$ cat config.mk
export PLATFORM = sky130hd
export DESIGN_NAME = cp0_regs_flat
export DESIGN_NICKNAME = d
export VERILOG_FILES = /design/src/rtl/cp0_regs_if.sv /design/src/rtl/cp0_regs.sv /design/src/flat_wrapper.sv
export SDC_FILE = /design/constraint.sdc
export NUM_CORES = 1
export LEC_CHECK = 0
export BUFFER_PORTS_ARGS = -buffer_cell sky130_fd_sc_hd__buf_4
export CAP_MARGIN = 20
export CELL_PAD_IN_SITES_DETAIL_PLACEMENT = 0
export CELL_PAD_IN_SITES_GLOBAL_PLACEMENT = 2
export CORE_MARGIN = 1
export CORE_UTILIZATION = 32
export DETAILED_ROUTE_END_ITERATION = 16
export PLACE_DENSITY = 0.85
export SETUP_SLACK_MARGIN = 0.3
export SLEW_MARGIN = 30
export SYNTH_ARGS = -nofsm -noshare
export SYNTH_HDL_FRONTEND = slang
export SYNTH_SLANG_ARGS = --single-unit
$ cat constraint.sdc
create_clock -name clk -period 4.1 [get_ports clk]
set_clock_uncertainty 0.2 [all_clocks]
set_input_delay 0.205 -clock clk [delete_from_list [all_inputs] [get_ports clk]]
set_output_delay 0.205 -clock clk [all_outputs]
set_load 0.01 [all_outputs]
$ cat src/rtl/cp0_regs_if.sv
// Write-back CP0 write request and mfc0 read port shared by the pipeline and cp0_regs.
interface cp0_regs_if;
    typedef struct packed {
        logic        we;
        logic [4:0]  waddr;
        logic [31:0] wdata;
    } RegWriteReq_t;

    RegWriteReq_t wb_cp0_reg_wr;
    logic [4:0]   rd_addr;
    logic [31:0]  rd_data;

    modport master (output wb_cp0_reg_wr, output rd_addr, input rd_data);
    modport slave  (input wb_cp0_reg_wr, input rd_addr, output rd_data);
endinterface

$ cat src/rtl/cp0_regs.sv
// CP0 register file: mtc0 commit, mfc0 read with write bypass, Count/Compare timer,
// exception/eret state tracking and interrupt-pending generation.
module cp0_regs (
    input  logic        clk,
    input  logic        rst,
    cp0_regs_if.slave   bus,
    input  logic [5:0]  int_i,
    input  logic        exc_valid,
    input  logic [4:0]  exc_code,
    input  logic [31:0] exc_pc,
    input  logic        exc_bd,
    input  logic        exc_badvaddr_we,
    input  logic [31:0] exc_badvaddr,
    input  logic        eret,
    output logic [31:0] status_o,
    output logic [31:0] cause_o,
    output logic [31:0] epc_o,
    output logic        int_pending
);
    localparam logic [4:0]  REG_BADVADDR = 5'd8;
    localparam logic [4:0]  REG_COUNT    = 5'd9;
    localparam logic [4:0]  REG_COMPARE  = 5'd11;
    localparam logic [4:0]  REG_STATUS   = 5'd12;
    localparam logic [4:0]  REG_CAUSE    = 5'd13;
    localparam logic [4:0]  REG_EPC      = 5'd14;
    localparam logic [4:0]  REG_PRID     = 5'd15;
    localparam logic [31:0] STATUS_RESET = 32'h0040_0000;
    localparam logic [31:0] STATUS_WMASK = 32'h0000_FF03;
    localparam logic [31:0] CAUSE_WMASK  = 32'h0000_0300;
    localparam logic [31:0] PRID_VALUE   = 32'h0001_8000;

    logic [31:0] badvaddr, count, compare, status, cause, epc;
    logic        count_tog;
    logic [31:0] badvaddr_next, count_next, compare_next, status_next, cause_next, epc_next;
    logic        count_tog_next, ti_next, exl_next;
    logic        wr_count, wr_compare, wr_status, wr_cause, wr_epc;
    logic [31:0] wdata, status_wr, cause_wr, rd_value;

    assign wdata      = bus.wb_cp0_reg_wr.wdata;
    assign wr_count   = bus.wb_cp0_reg_wr.we && (bus.wb_cp0_reg_wr.waddr == REG_COUNT);
    assign wr_compare = bus.wb_cp0_reg_wr.we && (bus.wb_cp0_reg_wr.waddr == REG_COMPARE);
    assign wr_status  = bus.wb_cp0_reg_wr.we && (bus.wb_cp0_reg_wr.waddr == REG_STATUS);
    assign wr_cause   = bus.wb_cp0_reg_wr.we && (bus.wb_cp0_reg_wr.waddr == REG_CAUSE);
    assign wr_epc     = bus.wb_cp0_reg_wr.we && (bus.wb_cp0_reg_wr.waddr == REG_EPC);

    // Software view of a write: only the writable fields take the new data, BEV stays set.
    assign status_wr = (status & ~STATUS_WMASK) | (wdata & STATUS_WMASK);
    assign cause_wr  = (cause & ~CAUSE_WMASK) | (wdata & CAUSE_WMASK);

    // Next-state: exception beats eret beats software write, field by field.
    always_comb begin
        if (wr_compare) begin
            ti_next = 1'b0;
        end else if ((count == compare) && (compare != 32'd0)) begin
            ti_next = 1'b1;
        end else begin
            ti_next = cause[30];
        end

        if (exc_valid) begin
            exl_next = 1'b1;
        end else if (eret) begin
            exl_next = 1'b0;
        end else if (wr_status) begin
            exl_next = wdata[1];
        end else begin
            exl_next = status[1];
        end
        status_next    = wr_status ? status_wr : status;
        status_next[1] = exl_next;

        // IP7 shares its line with the timer; it follows the TI value being latched now.
        cause_next        = wr_cause ? cause_wr : cause;
        cause_next[30]    = ti_next;
        cause_next[15:10] = {int_i[5] | ti_next, int_i[4:0]};
        if (exc_valid) begin
            cause_next[6:2] = exc_code;
            cause_next[31]  = status[1] ? cause[31] : exc_bd;
        end else begin
            cause_next[6:2] = cause[6:2];
            cause_next[31]  = cause[31];
        end

        if (exc_valid) begin
            epc_next = status[1] ? epc : (exc_bd ? (exc_pc - 32'd4) : exc_pc);
        end else if (wr_epc) begin
            epc_next = wdata;
        end else begin
            epc_next = epc;
        end

        if (exc_valid && exc_badvaddr_we) begin
            badvaddr_next = exc_badvaddr;
        end else begin
            badvaddr_next = badvaddr;
        end

        compare_next = wr_compare ? wdata : compare;

        if (wr_count) begin
            count_next     = wdata;
            count_tog_next = 1'b0;
        end else begin
            count_next     = count + {31'd0, count_tog};
            count_tog_next = ~count_tog;
        end
    end

    // State registers with synchronous reset overriding every other input.
    always_ff @(posedge clk) begin
        if (rst) begin
            badvaddr  <= 32'd0;
            count     <= 32'd0;
            count_tog <= 1'b0;
            compare   <= 32'd0;
            status    <= STATUS_RESET;
            cause     <= 32'd0;
            epc       <= 32'd0;
        end else begin
            badvaddr  <= badvaddr_next;
            count     <= count_next;
            count_tog <= count_tog_next;
            compare   <= compare_next;
            status    <= status_next;
            cause     <= cause_next;
            epc       <= epc_next;
        end
    end

    // mfc0 read; a same-cycle write to the addressed register is forwarded.
    always_comb begin
        case (bus.rd_addr)
            REG_BADVADDR: rd_value = badvaddr;
            REG_COUNT:    rd_value = wr_count ? wdata : count;
            REG_COMPARE:  rd_value = wr_compare ? wdata : compare;
            REG_STATUS:   rd_value = wr_status ? status_wr : status;
            REG_CAUSE:    rd_value = wr_cause ? cause_wr : cause;
            REG_EPC:      rd_value = wr_epc ? wdata : epc;
            REG_PRID:     rd_value = PRID_VALUE;
            default:      rd_value = 32'd0;
        endcase
    end

    assign bus.rd_data  = rd_value;
    assign status_o     = status;
    assign cause_o      = cause;
    assign epc_o        = epc;
    assign int_pending  = status[0] & ~status[1] & (|(cause[15:8] & status[15:8]));
endmodule
$ cat src/flat_wrapper.sv
// flat-port wrapper written by rule: the top's interface ports become plain ports
module cp0_regs_flat 
  (clk, rst, int_i, exc_valid, exc_code, exc_pc, exc_bd, exc_badvaddr_we, exc_badvaddr, eret, status_o, cause_o, epc_o, int_pending, bus_wb_cp0_reg_wr, bus_rd_addr, bus_rd_data);
  cp0_regs_if bus_i ();
  input  logic clk;
  input  logic rst;
  input  logic [5:0] int_i;
  input  logic exc_valid;
  input  logic [4:0] exc_code;
  input  logic [31:0] exc_pc;
  input  logic exc_bd;
  input  logic exc_badvaddr_we;
  input  logic [31:0] exc_badvaddr;
  input  logic eret;
  output logic [31:0] status_o;
  output logic [31:0] cause_o;
  output logic [31:0] epc_o;
  output logic int_pending;
  input wire logic [$bits(bus_i.wb_cp0_reg_wr)-1:0] bus_wb_cp0_reg_wr;
  input wire logic [$bits(bus_i.rd_addr)-1:0] bus_rd_addr;
  output wire logic [$bits(bus_i.rd_data)-1:0] bus_rd_data;
  assign bus_i.wb_cp0_reg_wr = bus_wb_cp0_reg_wr;
  assign bus_i.rd_addr = bus_rd_addr;
  assign bus_rd_data = bus_i.rd_data;
  cp0_regs u_core (.clk(clk), .rst(rst), .bus(bus_i), .int_i(int_i), .exc_valid(exc_valid), .exc_code(exc_code), .exc_pc(exc_pc), .exc_bd(exc_bd), .exc_badvaddr_we(exc_badvaddr_we), .exc_badvaddr(exc_badvaddr), .eret(eret), .status_o(status_o), .cause_o(cause_o), .epc_o(epc_o), .int_pending(int_pending));
endmodule
**Word level (Yosys, flattened, before mapping)**

Index checks and enable logic that the tools add are counted.

- Multipliers: 0
- Add/subtract/negate cells: 2
- Bitwise operators: 8
- Shift-type cells: 0
- Mux-type cells: 15
- Divide/modulo/power cells: 0
- Order comparisons: 0
- Reduce and logical (&&, ||, !) cells: 12
- Equality and inequality tests: 14

Operators with widths:

| cell | count |
|---|---|
| 2-to-1 mux 32 bit | 9 |
| one-hot mux 32 bit (7 select lines) | 1 |
| == test 5 x 4 -> 1 bit (second input constant) | 12 |
| adder 32 x 1 -> 32 bit | 1 |
| == test 32 bit | 1 |
| OR 32 x 10 -> 32 bit | 1 |
| OR 32 x 16 -> 32 bit | 1 |
| nonzero test 32 bit | 1 |
| subtractor 32 x 3 -> 32 bit (second input constant) | 1 |
| bitwise AND 8 bit | 1 |
| OR reduction 8 bit | 1 |
| logical AND 1 bit | 7 |
| 2-to-1 mux 1 bit | 5 |
| nonzero test 3 bit | 1 |
| bitwise AND 1 bit | 2 |
| != test 2 bit (second input constant) | 1 |
| NOT 1 bit | 2 |
| AND reduction 2 bit | 1 |
| OR reduction 2 bit | 1 |
| OR 1 bit | 1 |

- Bits in writable memories: 0
- Latch bits: 0
- Bits in read-only memories: 0
- Memories: 0
- Flip-flop bits (word level): 193

**Logic depth before layout (Yosys ltp)**

- Word-level depth: 5
- Mapped depth: 8
- Gate-level depth less buffers: 7

**Worst setup path before layout**

OpenSTA, ideal clock, no wires.

- Kind: flip-flop to flip-flop
- Start: reg u_core.count[0]
- End: reg u_core.count[28]
- Library setup time: 0.074 ns
- Slack: 1.484 ns
- Arrival: 2.342 ns
- Required time: 3.826 ns
- Cell stages (with the launch flop): 9
- Cell sequence: dfxtp_1 ha_1 ha_1 and2_1 nand4_4 or4b_1 buf_2 or4_1 a31oi_1

- Cells in the longest elaborated chain, start to end: 2

RTL lines:

| what | RTL line | text |
|---|---|---|
| start: declaration | cp0_regs.sv:32 | `logic [31:0] badvaddr, count, compare, status, cause, epc;` |
| start signal: assignment | cp0_regs.sv:121 | `count <= count_next;` |
| adder 32 x 1 -> 32 bit | cp0_regs.sv:104 | `count_next = count + {31'd0, count_tog};` |
| 2-to-1 mux 32 bit | cp0_regs.sv:100 | `if (wr_count) begin` |

Every way passes these cells.
A chain may end at the register's enable or synchronous reset.

**Worst setup path in the final report**

- Start: in bus_wb_cp0_reg_wr[36]
- End: out bus_rd_data[3]

- Cells in the longest elaborated chain, start to end: 4

RTL lines:

| what | RTL line | text |
|---|---|---|
| start: declaration | flat_wrapper.sv:19 | `input wire logic [$bits(bus_i.wb_cp0_reg_wr)-1:0] bus_wb_cp0_reg_wr;` |
| == test 5 x 4 -> 1 bit, on equally long branches | n/a |  |
| logical AND 1 bit, on equally long branches | n/a |  |
| 2-to-1 mux 32 bit, on equally long branches | n/a |  |
| one-hot mux 32 bit (7 select lines) * | cp0_regs.sv:132 | `case (bus.rd_addr)` |
| end: declaration | flat_wrapper.sv:21 | `output wire logic [$bits(bus_i.rd_data)-1:0] bus_rd_data;` |

Every way passes the cells marked *; elsewhere a longest branch is shown, timed or not.

==> results.md <==
Hold path:
- The class of the tightest hold or removal check is input pin to register.

Power:
- In this run, flip-flops and latches consume 42.2% of the power.
- The power share of the clock group is 42.1%.
- For this design the total switching power over the nets is 1.17 mW.
- In this run switching power makes up 30.5% of total power.
- The maximum VDD drop is 248 µV.
- Combinational logic burns 15.6% of the power.
- The total leakage power is 4.86 nW.
- Internal power comes to 2.67 mW.
- The power density over the cells is 304 nW/µm².

Flow run:
- The count of max-cap constraint violations is 0.

Clock network:
- Buffers added to address setup during post-CTS repair amount to 0.
- The clock reaches the later pin of the worst-skew pair after 440 ps.
- The quantity of hold-fixing buffers added after cts is 108.
- The sink count of the clock tree is 154.
- TritonCTS built the clock tree.
- In this run, CTS created clock tree buffers numbering 17.
- The number of H-tree branching levels is 4.
- The clock tree buffer depth is 2.
- The tree is rooted in a clkbuf_16.
- In this run, post-CTS repair resized a total of 0 instances.
- The clock slew at the register clock pins of the worst setup and hold paths is 70 ps.

Floorplanning:
- The die covers 29400 µm².
- The chip height is 172 µm.
- After floorplanning, the core was divided into 61 placement rows.
- 253 I/O pins were placed.
- The placeable core region is 28000 µm².
- The die width is 172 µm.
- The effective utilization at floorplan is 32.9%.

Layout:
- At the end of the flow, the number of nets in the layout was 1548.
- 0 antenna diodes ended up in the layout.
- Cells with a size suffix above 1 make up 21.1% of the layout.
- The commonest non-fill, non-tap cell in the layout is buf_4.
- In the layout the commonest cells are 232 x buf_4, 164 x nand2_1, 154 x dfxtp_1, 108 x dlygate4sd3_1, 94 x nor2_1.
- The growth of design area from synthesis to finish is 37.3%.

Critical path:
- Along the worst path, the maximum fanout reaches 18.
- The critical path goes through buf_4 -> nand4b_1 -> nor2_4 -> buf_4 -> mux2i_1 -> o221ai_1 -> buf_4.
- For the worst setup path, the data arrival time is 2720 ps.
- The most prevalent standard cell on the critical path is buf_4.
- The cell with the largest stage delay on the worst path is nor2_4.
- On the worst path, the slowest cell contributes a delay of 630 ps.
- The category of the worst setup path launch point is an input pin.
- The startpoint-to-endpoint class of the critical path is input pin to output port.
- The critical path data required time is 3690 ps.
- STA classifies the critical path endpoint as an output port.

Route:
- The wire length on met2 is 18.2 mm.
- The post-detailed-route wirelength per cell is 21.3 µm.
- Using the TritonRoute via totals, the vias-per-cell ratio works out to 5.42.
- The routed length on met3 is 2.65 mm.
- The highest metal layer with signal wires is met4.
- The detail route stage leaves a number of antenna-violating nets equal to 0.
- For this run, design rule violations remaining after detail routing come to 0.
- The detailed router put a total of 16.7 mm of wire on met1.
- The detailed-router iteration count before antenna repair is 5.
- The via total after detailed routing is 9826.
- For this block, the initial DRC count from the detailed router was 851.
- The post-detailed-routing wire length is 38.6 mm.

Yosys:
- The number of synthesized flops with an enable pin is 0.
- The post-synthesis cell type count is 75.
- For this run, the number of Yosys warnings is 0.
- The sequential-to-total area share from yosys stat is 33.5%.
- In this run, synthesis produced a sequential element count of 154.
- The share of flip-flops with an asynchronous set or reset after synthesis is 0%.
- The most used flip-flop cell after synthesis is dfxtp_1.
- Summing every instance area after synthesis gives 9200 µm².
- The instance count of the mapped netlist is 1146.
- The mean instance size in the synthesized netlist is 8.03 µm².

STA:
- Setup total negative slack on the finished layout was measured at 0 ps.
- The final number of max-transition violations is 0.
- The share of the cycle needed by the critical path after routing is 76.3%.
- Static timing analysis puts the maximum clock frequency at 0.319 GHz.
- The worst path needs 3130 ps of the cycle, external delays included.
- Final hold analysis gives a worst-case slack of 15.7 ps.
- Setup repair after global routing left no endpoint under its margin.
- The setup-violating endpoint count in the final report is 0.
- At the pin with the least slew margin, the transition time is 981 ps.
- The number of hold-slack violations in the final timing report is 0.
- The worst relative slew slack is 33.7%.

GRT:
- The first global-routing pass estimated 57.0 mm of wire.
- The number of global-route vias before repair is 9369.
- In the global route stage, overall resource usage came out at 26.2%.
- Summed over all layers, the global routing overflow is 0.
- The initial antenna violation count came to 0.
- The pin count of the biggest net entering global routing is 55.

Place:
- The detailed placement HPWL is 29.2 mm.
- Input and output buffers added on the ports amount to 213.
- The placer's final routability congestion estimate is 0.893.

Outcome:
- The run finished with clean final reports.
-- metal layers --
| metal | global-route usage, % | up-vias |
|---|---|---|
| met3 | 4.28 | 54 |
| met4 | 9.63 | 0 |
| met1 | 34.1 | 4732 |
| met2 | 43.4 | 415 |
| met5 | 0 | - |
| li1 | - | 4625 |
-- cell type report --
class,count,area (µm²)
inverter,16,60.1
fill,2895,15400
sequential,154,3080
timing repair buffer,340,2820
multi-input combinational,892,5600
clock inverter,15,171
tap,378,473
clock buffer,17,425
-- worst max-delay path: cells and delay by family --
kind | cells | cell delay [ps]
buf+inv | 3 | 760
compound gates | 1 | 230
simple gates | 2 | 1030
mux | 1 | 490
-- cells by family after synthesis --
logic type / Yosys count / synth area share (%)
other: 2 / 0.0816
flip-flops: 154 / 33.5
AND/OR/NAND/NOR: 418 / 21.9
multiplexers: 91 / 10.1
buffers and inverters: 137 / 7.40
XOR/XNOR: 66 / 6.28
adder cells (fa/ha/maj): 3 / 0.408
AO/OA/AOI/OAI: 275 / 20.3
-- worst paths after layout --
check	from	end	slack [ps]	cells after the start
worst max-delay path	bus_wb_cp0_reg_wr[36]	bus_rd_data[3]	970	7
worst min-delay path	exc_pc[18]	u_core.epc_o[19]	20	5
worst max register to register	u_core.count[0]	u_core.count[28]	1120	7
worst min register to register	u_core.count_tog	u_core.count_tog	230	1
-- flip-flops by register name, indices dropped and copies added (netlist names) --
signal and count:
u_core.badvaddr 32, u_core.cause_o 15, u_core.compare 32, u_core.count 32, u_core.count_tog 1, u_core.epc_o 32, u_core.status_o 10
-- power groups by stage --
stage | logic (mW) | clock network (mW) | registers (mW)
floorplan | 0.264 | 0 | 1.63
global placement | 0.512 | 0 | 1.66
detailed placement | 0.514 | 0 | 1.65
CTS | 0.597 | 1.63 | 1.62
global route | 0.647 | 1.70 | 1.63
finish | 0.599 | 1.62 | 1.62
-- cells in the mapped netlist (all sizes together) (4+ instances only) --
cell type | instances | area [µm²]
o21ai | 29 | 145
nand4 | 21 | 146
nand3 | 18 | 90.1
a31oi | 16 | 100
or3 | 22 | 141
and3 | 9 | 57.6
a21oi | 78 | 390
a211o | 7 | 61.3
a211oi | 20 | 150
clkbuf | 62 | 234
a311oi | 5 | 43.8
a222oi | 5 | 50.1
and2 | 7 | 43.8
nand2 | 166 | 623
nor2 | 95 | 357
xnor2 | 52 | 455
nor2b | 12 | 75.1
or4 | 11 | 82.6
nand2b | 5 | 31.3
or2 | 4 | 25.0
mux2i | 76 | 761
nor3 | 17 | 101
nor4 | 18 | 119
o211ai | 16 | 120
buf | 59 | 387
a22oi | 9 | 67.6
dfxtp | 154 | 3080
inv | 15 | 56.3
o22ai | 16 | 100
o311ai | 5 | 43.8
mux2 | 15 | 169
o22a | 7 | 61.3
o221ai | 16 | 140
a21o | 6 | 45.0
a2bb2oi | 13 | 114
xor2 | 14 | 123
-- stage by stage --
| stage | util [%] | setup slack, ps | cell area (µm²) | power (mW) | cells |
|---|---|---|---|---|---|
| after detailed placement | 39.1 | 993 | 11000 | 2.17 | 1672 |
| after CTS | 45.1 | 986 | 12600 | 3.85 | 1812 |
| after floorplan | - | 1480 | 9340 | 1.90 | 1183 |
| after global routing | 45.1 | 874 | 12600 | 3.97 | 1812 |
| after global placement | 39.1 | 1070 | 10900 | 2.17 | 1672 |
| final | 45.1 | 970 | 12600 | 3.84 | 1812 |
Power figures use the tool's default switching activity.
